## config.mk

```make
export PLATFORM = sky130hd
export DESIGN_NAME = control_unit
export DESIGN_NICKNAME = d
export VERILOG_FILES = /design/src/rtl/cu_pkg.sv /design/src/rtl/cu_decode.sv /design/src/rtl/control_unit.sv
export SDC_FILE = /design/constraint.sdc
export NUM_CORES = 1
export LEC_CHECK = 0
export ABC_AREA = 1
export CAP_MARGIN = 0
export CORE_AREA = 2 2 60 62
export DETAILED_ROUTE_END_ITERATION = 10
export DIE_AREA = 0 0 62 64
export GPL_TIMING_DRIVEN = 0
export HOLD_SLACK_MARGIN = 0.03
export PLACE_DENSITY = 0.76
export SLEW_MARGIN = 20
export SYNTH_ARGS = -nofsm -noshare
export SYNTH_HDL_FRONTEND = slang
export SYNTH_HIERARCHICAL = 1
export SYNTH_SLANG_ARGS = --single-unit
```

## constraint.sdc

```tcl
create_clock -name clk -period 1.65 [get_ports clk]
set_input_delay 0.4125 -clock clk [delete_from_list [all_inputs] [get_ports clk]]
set_output_delay 0.4125 -clock clk [all_outputs]
set_load 0.005 [all_outputs]
```

## src/rtl/cu_pkg.sv

```systemverilog
// cu_pkg: state encodings, ALU opcodes, instruction field constants and the
// control-word layout shared by the control unit and its decoder.
package cu_pkg;

  localparam int CU_STATE_W = 5;

  localparam logic [CU_STATE_W-1:0] S_RESET     = 5'd0;
  localparam logic [CU_STATE_W-1:0] S_FETCH0    = 5'd1;
  localparam logic [CU_STATE_W-1:0] S_FETCH1    = 5'd2;
  localparam logic [CU_STATE_W-1:0] S_DECODE    = 5'd3;
  localparam logic [CU_STATE_W-1:0] S_ARITH     = 5'd4;
  localparam logic [CU_STATE_W-1:0] S_ADDR      = 5'd5;
  localparam logic [CU_STATE_W-1:0] S_LD_MEM    = 5'd6;
  localparam logic [CU_STATE_W-1:0] S_LD_WB     = 5'd7;
  localparam logic [CU_STATE_W-1:0] S_ST_DATA   = 5'd8;
  localparam logic [CU_STATE_W-1:0] S_ST_MEM    = 5'd9;
  localparam logic [CU_STATE_W-1:0] S_BR_TEST   = 5'd10;
  localparam logic [CU_STATE_W-1:0] S_BR_TAKEN  = 5'd11;
  localparam logic [CU_STATE_W-1:0] S_CALL_LINK = 5'd12;
  localparam logic [CU_STATE_W-1:0] S_CALL_JUMP = 5'd13;
  localparam logic [CU_STATE_W-1:0] S_SETHI     = 5'd14;
  localparam logic [CU_STATE_W-1:0] S_JMPL_LINK = 5'd15;
  localparam logic [CU_STATE_W-1:0] S_JMPL_JUMP = 5'd16;
`ifdef CU_ANNUL_EN
  localparam logic [CU_STATE_W-1:0] S_ANNUL     = 5'd17;
`endif
  localparam logic [CU_STATE_W-1:0] S_INIT      = 5'd19;
  localparam logic [CU_STATE_W-1:0] S_PC_UPD    = 5'd20;

  localparam logic [5:0] ALU_ADD    = 6'b000000;
  localparam logic [5:0] ALU_ZERO   = 6'b111000;
  localparam logic [5:0] ALU_PASSB  = 6'b111001;
  localparam logic [5:0] ALU_INC4   = 6'b111010;
  localparam logic [5:0] ALU_DISP22 = 6'b111011;
  localparam logic [5:0] ALU_DISP30 = 6'b111100;
  localparam logic [5:0] ALU_SETHI  = 6'b111101;

  localparam logic [1:0] OP_BRANCH = 2'b00;
  localparam logic [1:0] OP_CALL   = 2'b01;
  localparam logic [1:0] OP_ARITH  = 2'b10;
  localparam logic [1:0] OP_MEM    = 2'b11;
  localparam logic [2:0] OP2_BICC  = 3'b010;
  localparam logic [2:0] OP2_SETHI = 3'b100;
  localparam logic [5:0] OP3_JMPL  = 6'b111000;

  typedef struct packed {
    logic       mov;
    logic       rw;
    logic       marld;
    logic       mdrld;
    logic       irld;
    logic       pcld;
    logic       npcld;
    logic       rfld;
    logic       frld;
    logic       cin;
    logic       muxa;
    logic [1:0] muxb;
    logic       muxc;
    logic [1:0] muxd;
    logic       muxe;
    logic       muxf;
    logic       muxg;
    logic       muxh;
    logic       muxi;
    logic [5:0] op;
  } ctl_word_t;

  // op2 occupies the top three bits of the op3 field position (ir[24:22]).
  function automatic logic [CU_STATE_W-1:0] decode_target(input logic [1:0] f_op,
                                                          input logic [5:0] f_op3);
    logic [CU_STATE_W-1:0] tgt;
    tgt = S_PC_UPD;
    case (f_op)
      OP_ARITH: tgt = (f_op3 == OP3_JMPL) ? S_JMPL_LINK : S_ARITH;
      OP_MEM:   tgt = S_ADDR;
      OP_CALL:  tgt = S_CALL_LINK;
      default: begin
        if (f_op3[5:3] == OP2_BICC)       tgt = S_BR_TEST;
        else if (f_op3[5:3] == OP2_SETHI) tgt = S_SETHI;
        else                              tgt = S_PC_UPD;
      end
    endcase
    return tgt;
  endfunction

endpackage

```

## src/rtl/cu_decode.sv

```systemverilog
// cu_decode: combinational present-state to control-word decode (Moore outputs).
// With CU_ANNUL_EN defined, state 17 decodes as a PC/NPC advance.
module cu_decode
  import cu_pkg::*;
(
  input  logic [CU_STATE_W-1:0] i_state,
  input  logic                  i_imm,
  input  logic                  i_setcc,
  output ctl_word_t             o_ctl
);

  logic [1:0] w_b_src;
  assign w_b_src = i_imm ? 2'd1 : 2'd0;

  always_comb begin
    o_ctl = '0;
    case (i_state)
      S_RESET: begin
        o_ctl.op   = ALU_ZERO;
        o_ctl.pcld = 1'b1;
      end
      S_INIT: begin
        o_ctl.muxb  = 2'd3;
        o_ctl.op    = ALU_INC4;
        o_ctl.npcld = 1'b1;
      end
      S_FETCH0: begin
        o_ctl.muxh  = 1'b1;
        o_ctl.marld = 1'b1;
      end
      S_FETCH1: begin
        o_ctl.mov  = 1'b1;
        o_ctl.rw   = 1'b1;
        o_ctl.irld = 1'b1;
      end
      S_ARITH: begin
        o_ctl.muxb = w_b_src;
        o_ctl.muxc = 1'b1;
        o_ctl.rfld = 1'b1;
        o_ctl.frld = i_setcc;
      end
      S_ADDR: begin
        o_ctl.muxb  = w_b_src;
        o_ctl.op    = ALU_ADD;
        o_ctl.marld = 1'b1;
      end
      S_LD_MEM: begin
        o_ctl.mov   = 1'b1;
        o_ctl.rw    = 1'b1;
        o_ctl.mdrld = 1'b1;
      end
      S_LD_WB: begin
        o_ctl.muxb = 2'd2;
        o_ctl.op   = ALU_PASSB;
        o_ctl.rfld = 1'b1;
      end
      S_ST_DATA: begin
        o_ctl.op    = ALU_PASSB;
        o_ctl.muxa  = 1'b1;
        o_ctl.mdrld = 1'b1;
      end
      S_ST_MEM: begin
        o_ctl.mov = 1'b1;
      end
      S_BR_TAKEN, S_CALL_JUMP: begin
        o_ctl.muxe  = 1'b1;
        o_ctl.pcld  = 1'b1;
        o_ctl.muxf  = 1'b1;
        o_ctl.muxb  = 2'd3;
        o_ctl.op    = (i_state == S_BR_TAKEN) ? ALU_DISP22 : ALU_DISP30;
        o_ctl.npcld = 1'b1;
      end
      S_CALL_LINK: begin
        o_ctl.muxg = 1'b1;
        o_ctl.muxb = 2'd3;
        o_ctl.op   = ALU_PASSB;
        o_ctl.rfld = 1'b1;
      end
      S_SETHI: begin
        o_ctl.muxf = 1'b1;
        o_ctl.op   = ALU_SETHI;
        o_ctl.rfld = 1'b1;
      end
      S_JMPL_LINK: begin
        o_ctl.muxb = 2'd3;
        o_ctl.op   = ALU_PASSB;
        o_ctl.rfld = 1'b1;
      end
      S_JMPL_JUMP: begin
        o_ctl.muxe  = 1'b1;
        o_ctl.pcld  = 1'b1;
        o_ctl.muxb  = w_b_src;
        o_ctl.op    = ALU_ADD;
        o_ctl.npcld = 1'b1;
      end
`ifdef CU_ANNUL_EN
      S_PC_UPD, S_ANNUL: begin
`else
      S_PC_UPD: begin
`endif
        o_ctl.muxe  = 1'b1;
        o_ctl.pcld  = 1'b1;
        o_ctl.muxb  = 2'd3;
        o_ctl.muxd  = 2'd1;
        o_ctl.op    = ALU_INC4;
        o_ctl.npcld = 1'b1;
      end
      default: ;
    endcase
  end

endmodule

```

## src/rtl/control_unit.sv

```systemverilog
// control_unit: Moore FSM sequencing fetch/decode/execute/PC-update for the
// multicycle SPARC-subset datapath. Macro CU_ANNUL_EN enables annulled branches.
module control_unit
  import cu_pkg::*;
#(
  parameter int STATE_W = CU_STATE_W
) (
  input  logic               clk,
  input  logic               clr,
  input  logic               moc,
  input  logic               en,
  input  logic               cond,
  input  logic               fr_n,
  input  logic               fr_z,
  input  logic               fr_c,
  input  logic               fr_v,
  input  logic [31:0]        ir,
  output logic [STATE_W-1:0] present_state,
  output logic               mov,
  output logic               rw,
  output logic               marld,
  output logic               mdrld,
  output logic               irld,
  output logic               pcld,
  output logic               npcld,
  output logic               rfld,
  output logic               frld,
  output logic               cin,
  output logic               muxa,
  output logic               muxc,
  output logic               muxe,
  output logic               muxf,
  output logic               muxg,
  output logic               muxh,
  output logic               muxi,
  output logic               muxb1,
  output logic               muxb0,
  output logic               muxd1,
  output logic               muxd0,
  output logic               op5,
  output logic               op4,
  output logic               op3,
  output logic               op2,
  output logic               op1,
  output logic               op0
);

  logic [STATE_W-1:0] r_state;
  logic [STATE_W-1:0] w_state_next;
  ctl_word_t          w_ctl;
  logic               w_unused;

  // Flags are part of the datapath interface only; fold them away for lint.
  assign w_unused = ^{fr_n, fr_z, fr_c, fr_v, ir};

  always_comb begin
    w_state_next = r_state;
    if (en) begin
      case (r_state)
        S_RESET:     w_state_next = S_INIT;
        S_INIT:      w_state_next = S_FETCH0;
        S_FETCH0:    w_state_next = S_FETCH1;
        S_FETCH1:    if (moc) w_state_next = S_DECODE;
        S_DECODE:    w_state_next = decode_target(ir[31:30], ir[24:19]);
        S_ARITH:     w_state_next = S_PC_UPD;
        S_ADDR:      w_state_next = ir[21] ? S_ST_DATA : S_LD_MEM;
        S_LD_MEM:    if (moc) w_state_next = S_LD_WB;
        S_LD_WB:     w_state_next = S_PC_UPD;
        S_ST_DATA:   w_state_next = S_ST_MEM;
        S_ST_MEM:    if (moc) w_state_next = S_PC_UPD;
        S_BR_TEST: begin
          w_state_next = S_PC_UPD;
`ifdef CU_ANNUL_EN
          if (ir[29]) w_state_next = S_ANNUL;
`endif
          if (cond) w_state_next = S_BR_TAKEN;
        end
        S_BR_TAKEN:  w_state_next = S_FETCH0;
        S_CALL_LINK: w_state_next = S_CALL_JUMP;
        S_CALL_JUMP: w_state_next = S_FETCH0;
        S_SETHI:     w_state_next = S_PC_UPD;
        S_JMPL_LINK: w_state_next = S_JMPL_JUMP;
        S_JMPL_JUMP: w_state_next = S_FETCH0;
`ifdef CU_ANNUL_EN
        S_ANNUL:     w_state_next = S_PC_UPD;
`endif
        S_PC_UPD:    w_state_next = S_FETCH0;
        default:     w_state_next = S_RESET;
      endcase
    end
  end

  always_ff @(posedge clk or negedge clr) begin
    if (!clr) r_state <= S_RESET;
    else      r_state <= w_state_next;
  end

  cu_decode u_decode (
    .i_state (r_state),
    .i_imm   (ir[13]),
    .i_setcc (ir[23]),
    .o_ctl   (w_ctl)
  );

  assign present_state = r_state;
  assign mov   = w_ctl.mov;
  assign rw    = w_ctl.rw;
  assign marld = w_ctl.marld;
  assign mdrld = w_ctl.mdrld;
  assign irld  = w_ctl.irld;
  assign pcld  = w_ctl.pcld;
  assign npcld = w_ctl.npcld;
  assign rfld  = w_ctl.rfld;
  assign frld  = w_ctl.frld;
  assign cin   = w_ctl.cin;
  assign muxa  = w_ctl.muxa;
  assign muxc  = w_ctl.muxc;
  assign muxe  = w_ctl.muxe;
  assign muxf  = w_ctl.muxf;
  assign muxg  = w_ctl.muxg;
  assign muxh  = w_ctl.muxh;
  assign muxi  = w_ctl.muxi;
  assign {muxb1, muxb0} = w_ctl.muxb;
  assign {muxd1, muxd0} = w_ctl.muxd;
  assign {op5, op4, op3, op2, op1, op0} = w_ctl.op;

endmodule

```

==> impl_summary.log, run 1 <==
INFO  metric p_int = around 1.9 mW
INFO  metric core_area = between 3000 and 4000 sq um
INFO  metric drt_iter0_markers = 54
INFO  metric fp.dieH = 64 um
INFO  metric synth-seq-cells = 5
INFO  metric placement_rows = 21
INFO  metric drive_above_1_share = 54.5%
INFO  metric failed_checks = negative setup slack
INFO  metric cpLargestDelayFamily = simple AND/OR/NAND/NOR gates
INFO  metric tritoncts_clock_tree = done
INFO  metric globalRouteTotalUtil = between 15 and 20%
INFO  metric power.ir.vdd_worst = between 0.7 and 0.8 mV
INFO  metric ys_types = 27
INFO  metric die_x = slightly above 60 um
INFO  metric largest_register_ff_count = 5
INFO  metric setup.worst_path.class = reg2out
INFO  metric place_congestion = between 0.8 and 0.9
INFO  metric period_share = 123%
INFO  metric clock.fmax = 491 MHz
INFO  metric power_switching = 1.78 mW
INFO  metric ys_warn_count = 6
INFO  metric pwr-share-comb = 86.7%
INFO  metric path_category_of_the_worst_min_delay_check = in2async
INFO  metric maxCapViolCount = 0
INFO  metric finalWorstSetupSlack = -0.385 ns
INFO  metric path_cells = buf_8 > buf_6 > nor2_4 > nand2_2 > nor2_4 > nor2_4 > nand3_2 > buf_6 > buf_6
INFO  metric synth.avg_cell_area = 5.16 sq um
INFO  metric power.clock.fraction = 4.1%
INFO  metric numCtsBuffers = 3
INFO  metric grt_first_pass_wirelength = 6150 um
INFO  metric grt_remaining_overflow = 0
INFO  metric worstPathRequired = 1.24 ns
INFO  metric clock_sink_count = 5
INFO  metric layout.nets = around 330
INFO  metric grt_max_degree = 11
INFO  metric crit_end_element = output port
INFO  metric outcome = finished with violations
INFO  metric final_period_minus_worst_setup_slack = about 2 ns
INFO  metric power.static_leakage = about 1.2 nW
INFO  metric floorplan.initialDensity = approximately 31%
INFO  metric setup.worst_path.start_class = flip-flop
INFO  metric synthesis.area = 1020 sq um
INFO  metric cp_max_stage_delay = 0.41 ns
INFO  metric clock_pin_slew_on_the_worst_setup_and_hold_paths = 0.05 ns
INFO  metric detailedRoute.firstPassIterationCount = 4
INFO  metric final_antenna_net_count = 0
INFO  metric p_seq_share = 9.1%
INFO  metric power_switching_share = 48.8%
INFO  metric antenna_cells_inserted = 0
INFO  metric clock_insertion_delay_worst_skew = around 0.25 ns
INFO  metric area.growth.synth_to_final = 113%
INFO  metric routed_wl = roughly 4400 um
INFO  metric cts_root_buffer = clkbuf_4
INFO  metric place.port_buffers = 42
INFO  metric ctsLongestPathBuffers = 2
INFO  metric route.vias.total = 1603
INFO  metric clock-skew-final = 0.00769 ns
INFO  metric post_drt_via_cell_ratio = 4.77
INFO  metric hold_viol_final = 0
INFO  metric dpl_worst_slack = -0.554 ns
INFO  metric place_inst = 287
INFO  metric antenna_violations_before_repair = 0
INFO  metric cp.arrival = roughly 1.6 ns
INFO  metric slew_violations = 0
INFO  metric final-setup-viol-count = 29
INFO  metric syn-instance-count = 197
INFO  metric dp_hpwl = roughly 2200 um
INFO  metric io_pins = 73
INFO  metric sequential_fraction_of_the_synthesis_area = 12.3%
INFO  metric crit_path_top_delay_cell = dfrtp_2
INFO  metric critical_path.max_fanout = 6
INFO  metric rsz_0062_raised_after_global_routing = true
INFO  metric final-instance-count-excl-fill = around 340
INFO  metric number_of_global_route_vias_before_repair = 1453
INFO  metric holdBufCountCts = 0
INFO  metric power_density_over_cell_area = 1680 nW/um^2
INFO  metric die_area = 3970 sq um
INFO  metric path_buf_inv = 4
INFO  metric wl_per_cell = 13.2 um
INFO  metric drcViolationCount = 0
INFO  metric cts_h_tree_depth = 1
-- routing by layer --
metal	vias to the layer above	GRT usage (%)	wire, um
li1	790	-	-
met1	745	22.5	1770
met3	10	3.85	200
met2	58	37.2	2380
met5	-	0	0
met4	0	3.72	87
-- synth_stat cells --
cell	n	area (sq um)
nand2_2	2	12.5
a21oi_1	2	10.0
a21oi_2	1	8.76
nor2_1	33	124
nor2b_1	1	6.26
dfrtp_1	5	125
nand3b_1	2	15.0
inv_1	29	109
nand2_4	1	11.3
nor3_1	3	15.0
clkinv_1	1	3.75
nor2_2	4	25.0
o211ai_1	1	7.51
o31ai_1	1	7.51
nand3_1	25	125
nand3_2	4	40.0
nand2_1	61	229
o21ai_2	1	8.76
nand4_1	2	12.5
inv_2	3	11.3
nor2_4	1	11.3
o22ai_1	1	6.26
buf_4	5	37.5
buf_6	2	22.5
o21ai_0	3	15.0
inv_4	2	12.5
conb_1	1	3.75
-- kinds of logic after synthesis --
kind of cell / after synthesis / synth area share [%]
other cells: 1 / 0.369
simple gates: 139 / 61.7
buf+inv: 42 / 19.3
flops: 5 / 12.3
compound gates: 10 / 6.28
-- power groups by stage --
stage          registers (mW)  clock network [mW]  logic [mW]
3_5_place_dp            0.393                   0        1.84
2_1_floorplan           0.343                   0        1.05
6_report                0.333               0.151        3.16
5_1_grt                 0.342               0.168        3.40
3_3_place_gp            0.387                   0        1.81
4_1_cts                 0.305               0.149        2.52
-- path summary, 6_finish.rpt --
check	slack, ns	to	startpoint	cells after the start
max	-0.39	op4	present_state[2]	9
min	0.38	present_state[0]	clr	1
max reg2reg	-0.16	present_state[4]	present_state[1]	13
min reg2reg	0.77	present_state[2]	present_state[2]	4
max in group asynchronous	1.06	present_state[2]	clr	1
min in group clk	0.77	present_state[2]	present_state[2]	4
-- final cells by class --
type / count / area (sq um)
plain buffers: 6 / 63.8
clock buffers: 4 / 26.3
fillers: 269 / 1120
inverters: 35 / 159
multi-input cells: 152 / 942
flip-flops and latches: 5 / 131
well taps: 46 / 57.6
repair buffers: 88 / 788
-- cells in the final DEF, fill, tap and decap left out, types with 8 or more instances in the layout --
master           Yosys  final
buf_2                0     17
buf_4                5     25
buf_6                2     31
clkdlybuf4s50_1      0     13
inv_1               29     21
nand2_1             61     43
nand2_2              2     18
nand3_1             25     20
nor2_1              33     15
nor2_2               4      8
nor2_4               1     15
-- stage by stage --
stage	power, mW	instance area [sq um]	hold slack [ns]	setup TNS [ns]	util [%]
final	3.64	2170	0.377	-6.46	66.0
after global routing	3.91	2170	0.386	-8.62	66.0
after CTS	2.97	1920	0.387	-5.00	58.4
after detailed placement	2.23	1520	0.583	-8.40	46.2
after global placement	2.20	1520	0.587	-7.94	46.2
after floorplan	1.39	1040	0.117	0	-
-- timing repair --
action | in CTS | in global routing
setup endpoints to repair | 28 | 33
gates resized for setup | 150 | 67
setup buffers | 39 | 12
pin swaps | 15 | 22
endpoints found under the hold margin | 0 | 0
No activity file was read; power rests on OpenSTA's default activity.
==> run 2: changes to the inputs <==
--- a/config.mk
+++ b/config.mk
@@ -7,14 +7,13 @@
 export LEC_CHECK = 0
 export ABC_AREA = 1
 export CAP_MARGIN = 0
-export CORE_AREA = 2 2 60 62
+export CORE_AREA = 2 2 58 60
 export DETAILED_ROUTE_END_ITERATION = 10
-export DIE_AREA = 0 0 62 64
+export DIE_AREA = 0 0 60 62
 export GPL_TIMING_DRIVEN = 0
 export HOLD_SLACK_MARGIN = 0.03
-export PLACE_DENSITY = 0.76
+export PLACE_DENSITY = 0.74
 export SLEW_MARGIN = 20
 export SYNTH_ARGS = -nofsm -noshare
 export SYNTH_HDL_FRONTEND = slang
-export SYNTH_HIERARCHICAL = 1
 export SYNTH_SLANG_ARGS = --single-unit
==> run 2 against run 1 <==
The run still ends with negative setup slack left. Combinational power up 4%. Sequential power up 12%. Setup slack worse by 0.046 ns. Wire length down 3.9%. Via count down 11%. First-iteration DRC count up 100%. Flip-flop and latch count unchanged. Core utilization down 0.49 points. Register-to-register slack better by 0.07 ns. Largest cell class is now non-clock buffers.
==> impl_summary.log, run 2 <==
INFO  metric outcome = finished with violations
INFO  metric failed_checks = negative setup slack
INFO  metric r2r-end = present_state[2]
INFO  metric place_inst = 250
INFO  metric cts_h_tree_depth = 1
INFO  metric maxCapViolCount = 0
INFO  metric finalWorstSetupSlack = -0.431 ns
INFO  metric most-common-layout-cells = 32 x buf_6, 31 x nand2_1, 31 x buf_4, 17 x nand2_2
INFO  metric clock.fmax = between 400 and 500 MHz
INFO  metric yosys.cell_count.top_type = nand2_1
INFO  metric detailedRoute.firstPassIterationCount = 4
INFO  metric floorplan.initialDensity = 26.7%
INFO  metric setup.worst_path.start_class = flip-flop
INFO  metric power.ir.vdd_worst = ~0.43 mV
INFO  metric die_x = 60 um
INFO  metric synth.mux.area_fraction = 0%
INFO  metric holdBufCountCts = 0
INFO  metric path_buf_inv = 3
INFO  metric worstPathRequired = 1.24 ns
INFO  metric ys_types = 20
INFO  metric ys_warn_count = 0
INFO  metric post_synth_and_or_nand_nor_area_fraction = around three fifths
INFO  metric final_common_cell = buf_6
INFO  metric globalRouteTotalUtil = 19.3%
INFO  metric r2r.worst_path.cells = 13
INFO  metric cp_num_cells = 9
INFO  metric layout.nets = 303
INFO  metric tritoncts_clock_tree = done
INFO  metric power.clock.fraction = approximately 4.2%
INFO  metric dpl_worst_slack = -0.542 ns
INFO  metric synth_edf_count = 0
INFO  metric synth-seq-cells = 5
INFO  metric pwr-share-comb = between 80% and 90%
INFO  metric setup.reg_to_reg.worst_slack = -0.09 ns
INFO  metric antenna_cells_inserted = 0
INFO  metric grt_first_pass_wirelength = about 5500 um
INFO  metric synth.avg_cell_area = 5.31 sq um
INFO  metric clock_sink_count = 5
INFO  metric place.port_buffers = between 40 and 50
INFO  metric path_cells = inv_4 > nand2_8 > nor2_4 > nor2_4 > nand2_2 > a21oi_2 > nand3_2 > buf_6 > buf_6
INFO  metric drive_above_1_share = 60.9%
INFO  metric crit_path_top_delay_cell = dfrtp_2
INFO  metric power_density_over_cell_area = 1840 nW/um^2
INFO  metric core_area = 3180 sq um
INFO  metric synth_xor_area_share = 0%
INFO  metric hold_viol_final = 0
INFO  metric cp.arrival = 1.67 ns
INFO  metric crit_end_element = output port
INFO  metric ys.flop_type = dfrtp_1
INFO  metric placement_rows = 21
INFO  metric ctsLongestPathBuffers = 2
INFO  metric path_category_of_the_worst_min_delay_check = in2async
INFO  metric cp_max_stage_delay = 0.49 ns
INFO  metric worstReg2RegStart = present_state[1]
INFO  metric place_congestion = between 0.8 and 0.9
INFO  metric dp_hpwl = 2060 um
INFO  metric area.growth.synth_to_final = 145%
INFO  metric grt_remaining_overflow = 0
INFO  metric drt_iter0_markers = 109
INFO  metric antenna_violations_before_repair = 0
INFO  metric synthesis.area = 850 sq um
INFO  metric final_antenna_net_count = 0
INFO  metric p_int = 1.99 mW
INFO  metric clock-skew-final = 0.0119 ns
INFO  metric synth_top_cell_by_area = nand2_1
INFO  metric post-synth-top-area-fraction = a little over a fifth
INFO  metric syn-instance-count = 160
INFO  metric asyncSetResetFlopFracSynth = 100%
INFO  metric rsz_0062_raised_after_global_routing = true
INFO  metric cts_root_buffer = clkbuf_4
INFO  metric drcViolationCount = 0
INFO  metric p_seq_share = 9.8%
INFO  metric power_switching = 1.83 mW
INFO  metric clock_pin_slew_on_the_worst_setup_and_hold_paths = roughly 0.060 ns
INFO  metric final_period_minus_worst_setup_slack = 2.08 ns
INFO  metric critical_path.max_fanout = 5
INFO  metric yosys.area_share.adder = 0%
INFO  metric die_area = 3720 sq um
INFO  metric final.fill_count = 230
INFO  metric synth_common_cells = 48 x nand2_1, 25 x nor2_1, 18 x inv_1
INFO  metric numCtsBuffers = 3
INFO  metric multi_input_gate_area = 853 sq um
INFO  metric power_switching_share = 47.9%
INFO  metric power.static_leakage = 1.18 nW
INFO  metric cpLargestDelayFamily = flip-flops
INFO  metric crit_end = op5
INFO  metric synth_area_leaders = nand2_1 21%, dfrtp_1 15%, nor2_1 11%, inv_1 8.0%, nand3_1 7.1%
INFO  metric setup.worst_path.class = reg2out
INFO  metric sequential_fraction_of_the_synthesis_area = between 10% and 20%
INFO  metric period_share = 126%
INFO  metric routed_wl = 4260 um
INFO  metric io_pins = 73
INFO  metric largest_register_ff_count = 5
INFO  metric fp.dieH = between 60 and 70 um
INFO  metric post_drt_via_cell_ratio = between 4 and 5
INFO  metric number_of_global_route_vias_before_repair = 1246
INFO  metric clock_insertion_delay_worst_skew = 0.26 ns
INFO  metric synth_top_family_by_area = simple AND/OR/NAND/NOR gates
INFO  metric final-setup-viol-count = 33
INFO  metric post_synthesis_compound_gate_area_fraction = about 9%
INFO  metric regArea = around 130 sq um
INFO  metric route.vias.total = around 1400
INFO  metric wl_per_cell = ~14 um
INFO  metric crit_start = present_state[1]
INFO  metric grt_max_degree = 8
INFO  metric final-instance-count-excl-fill = 307
INFO  metric slew_violations = 0
run 2: cell types whose count changed after synthesis, moves of 2 or more:
cell / previous run / this run
inv_1: 29 / 18
nand3_1: 25 / 12
a21oi_1: 2 / 7
buf_6: 2 / 0
nand2_1: 61 / 48
o21ai_0: 3 / 6
nand2_2: 2 / 6
nor2_4: 1 / 3
nor2_1: 33 / 25
inv_4: 2 / 0
inv_2: 3 / 9
nand4_1: 2 / 0
run 2: power by group through the flow:
stage	combinational, mW	sequential [mW]	clock [mW]
CTS	2.51	0.357	0.143
global route	3.47	0.379	0.168
finish	3.29	0.374	0.159
global placement	1.73	0.345	0
floorplan	0.939	0.321	0
detailed placement	1.74	0.347	0
run 2: metal layers:
layer  global-route usage (%)  vias up  wire [um]
li1                         -      689          -
met1                     21.9      652       1650
met2                     36.6       73       2250
met3                     1.66       13        245
met4                     8.25        0        113
met5                        0        -          0
run 2: worst reg2reg max path, stage by stage, from the launching register on:
cell and delay (ns):
dfrtp_2 0.49, inv_4 0.09, nor2_4 0.18, buf_6 0.12, buf_6 0.08, buf_6 0.11, nand2_4 0.06, nand3_4 0.09
buf_6 0.10, nand2_4 0.04, nand2_4 0.09, inv_6 0.06, nand2_2 0.06, o21ai_2 0.05
run 2: per-stage QoR:
step	hold slack, ns	setup TNS (ns)	cell area [sq um]	total power, mW	util, %
after detailed placement	0.593	-7.98	1370	2.09	43.0
after floorplan	0.117	0	888	1.26	-
after global routing	0.397	-10.09	2080	4.02	65.5
after global placement	0.593	-7.92	1370	2.08	43.0
after CTS	0.387	-5.21	1790	3.01	56.3
final	0.379	-8.38	2080	3.82	65.5
run 2: logic make-up (layout without fill, tap and decap cells):
logic type | count (synthesis) | after routing
compound gates | 15 | 15
other cells | 1 | 3
simple gates | 107 | 107
flops | 5 | 5
buf+inv | 32 | 131
run 2: how the worst min path moves through the flow:
stage                     startpoint  slack [ns]  cells past startpoint          endpoint
floorplan                        clr        0.12                      0  present_state[0]
global route                     clr        0.40                      1  present_state[0]
CTS                              clr        0.39                      1  present_state[1]
finish                           clr        0.38                      1  present_state[0]
detailed placement  present_state[4]        0.59                      2  present_state[4]
global placement    present_state[4]        0.59                      2  present_state[4]
run 2: what timing repair did:
| action | CTS | global route |
|---|---|---|
| resized for setup | 151 | 45 |
| pin swaps | 27 | 15 |
| buffers inserted | 34 | 20 |
| setup endpoints to repair | 25 | 33 |
run 2: layout make-up:
cell class	instances	share of cell area, %
plain buffers	4	1.62
clock buffers	4	1.26
inverters	27	5.95
multi-input cells	125	41.0
flip-flops and latches	5	6.31
well taps	46	2.76
repair buffers	96	41.1
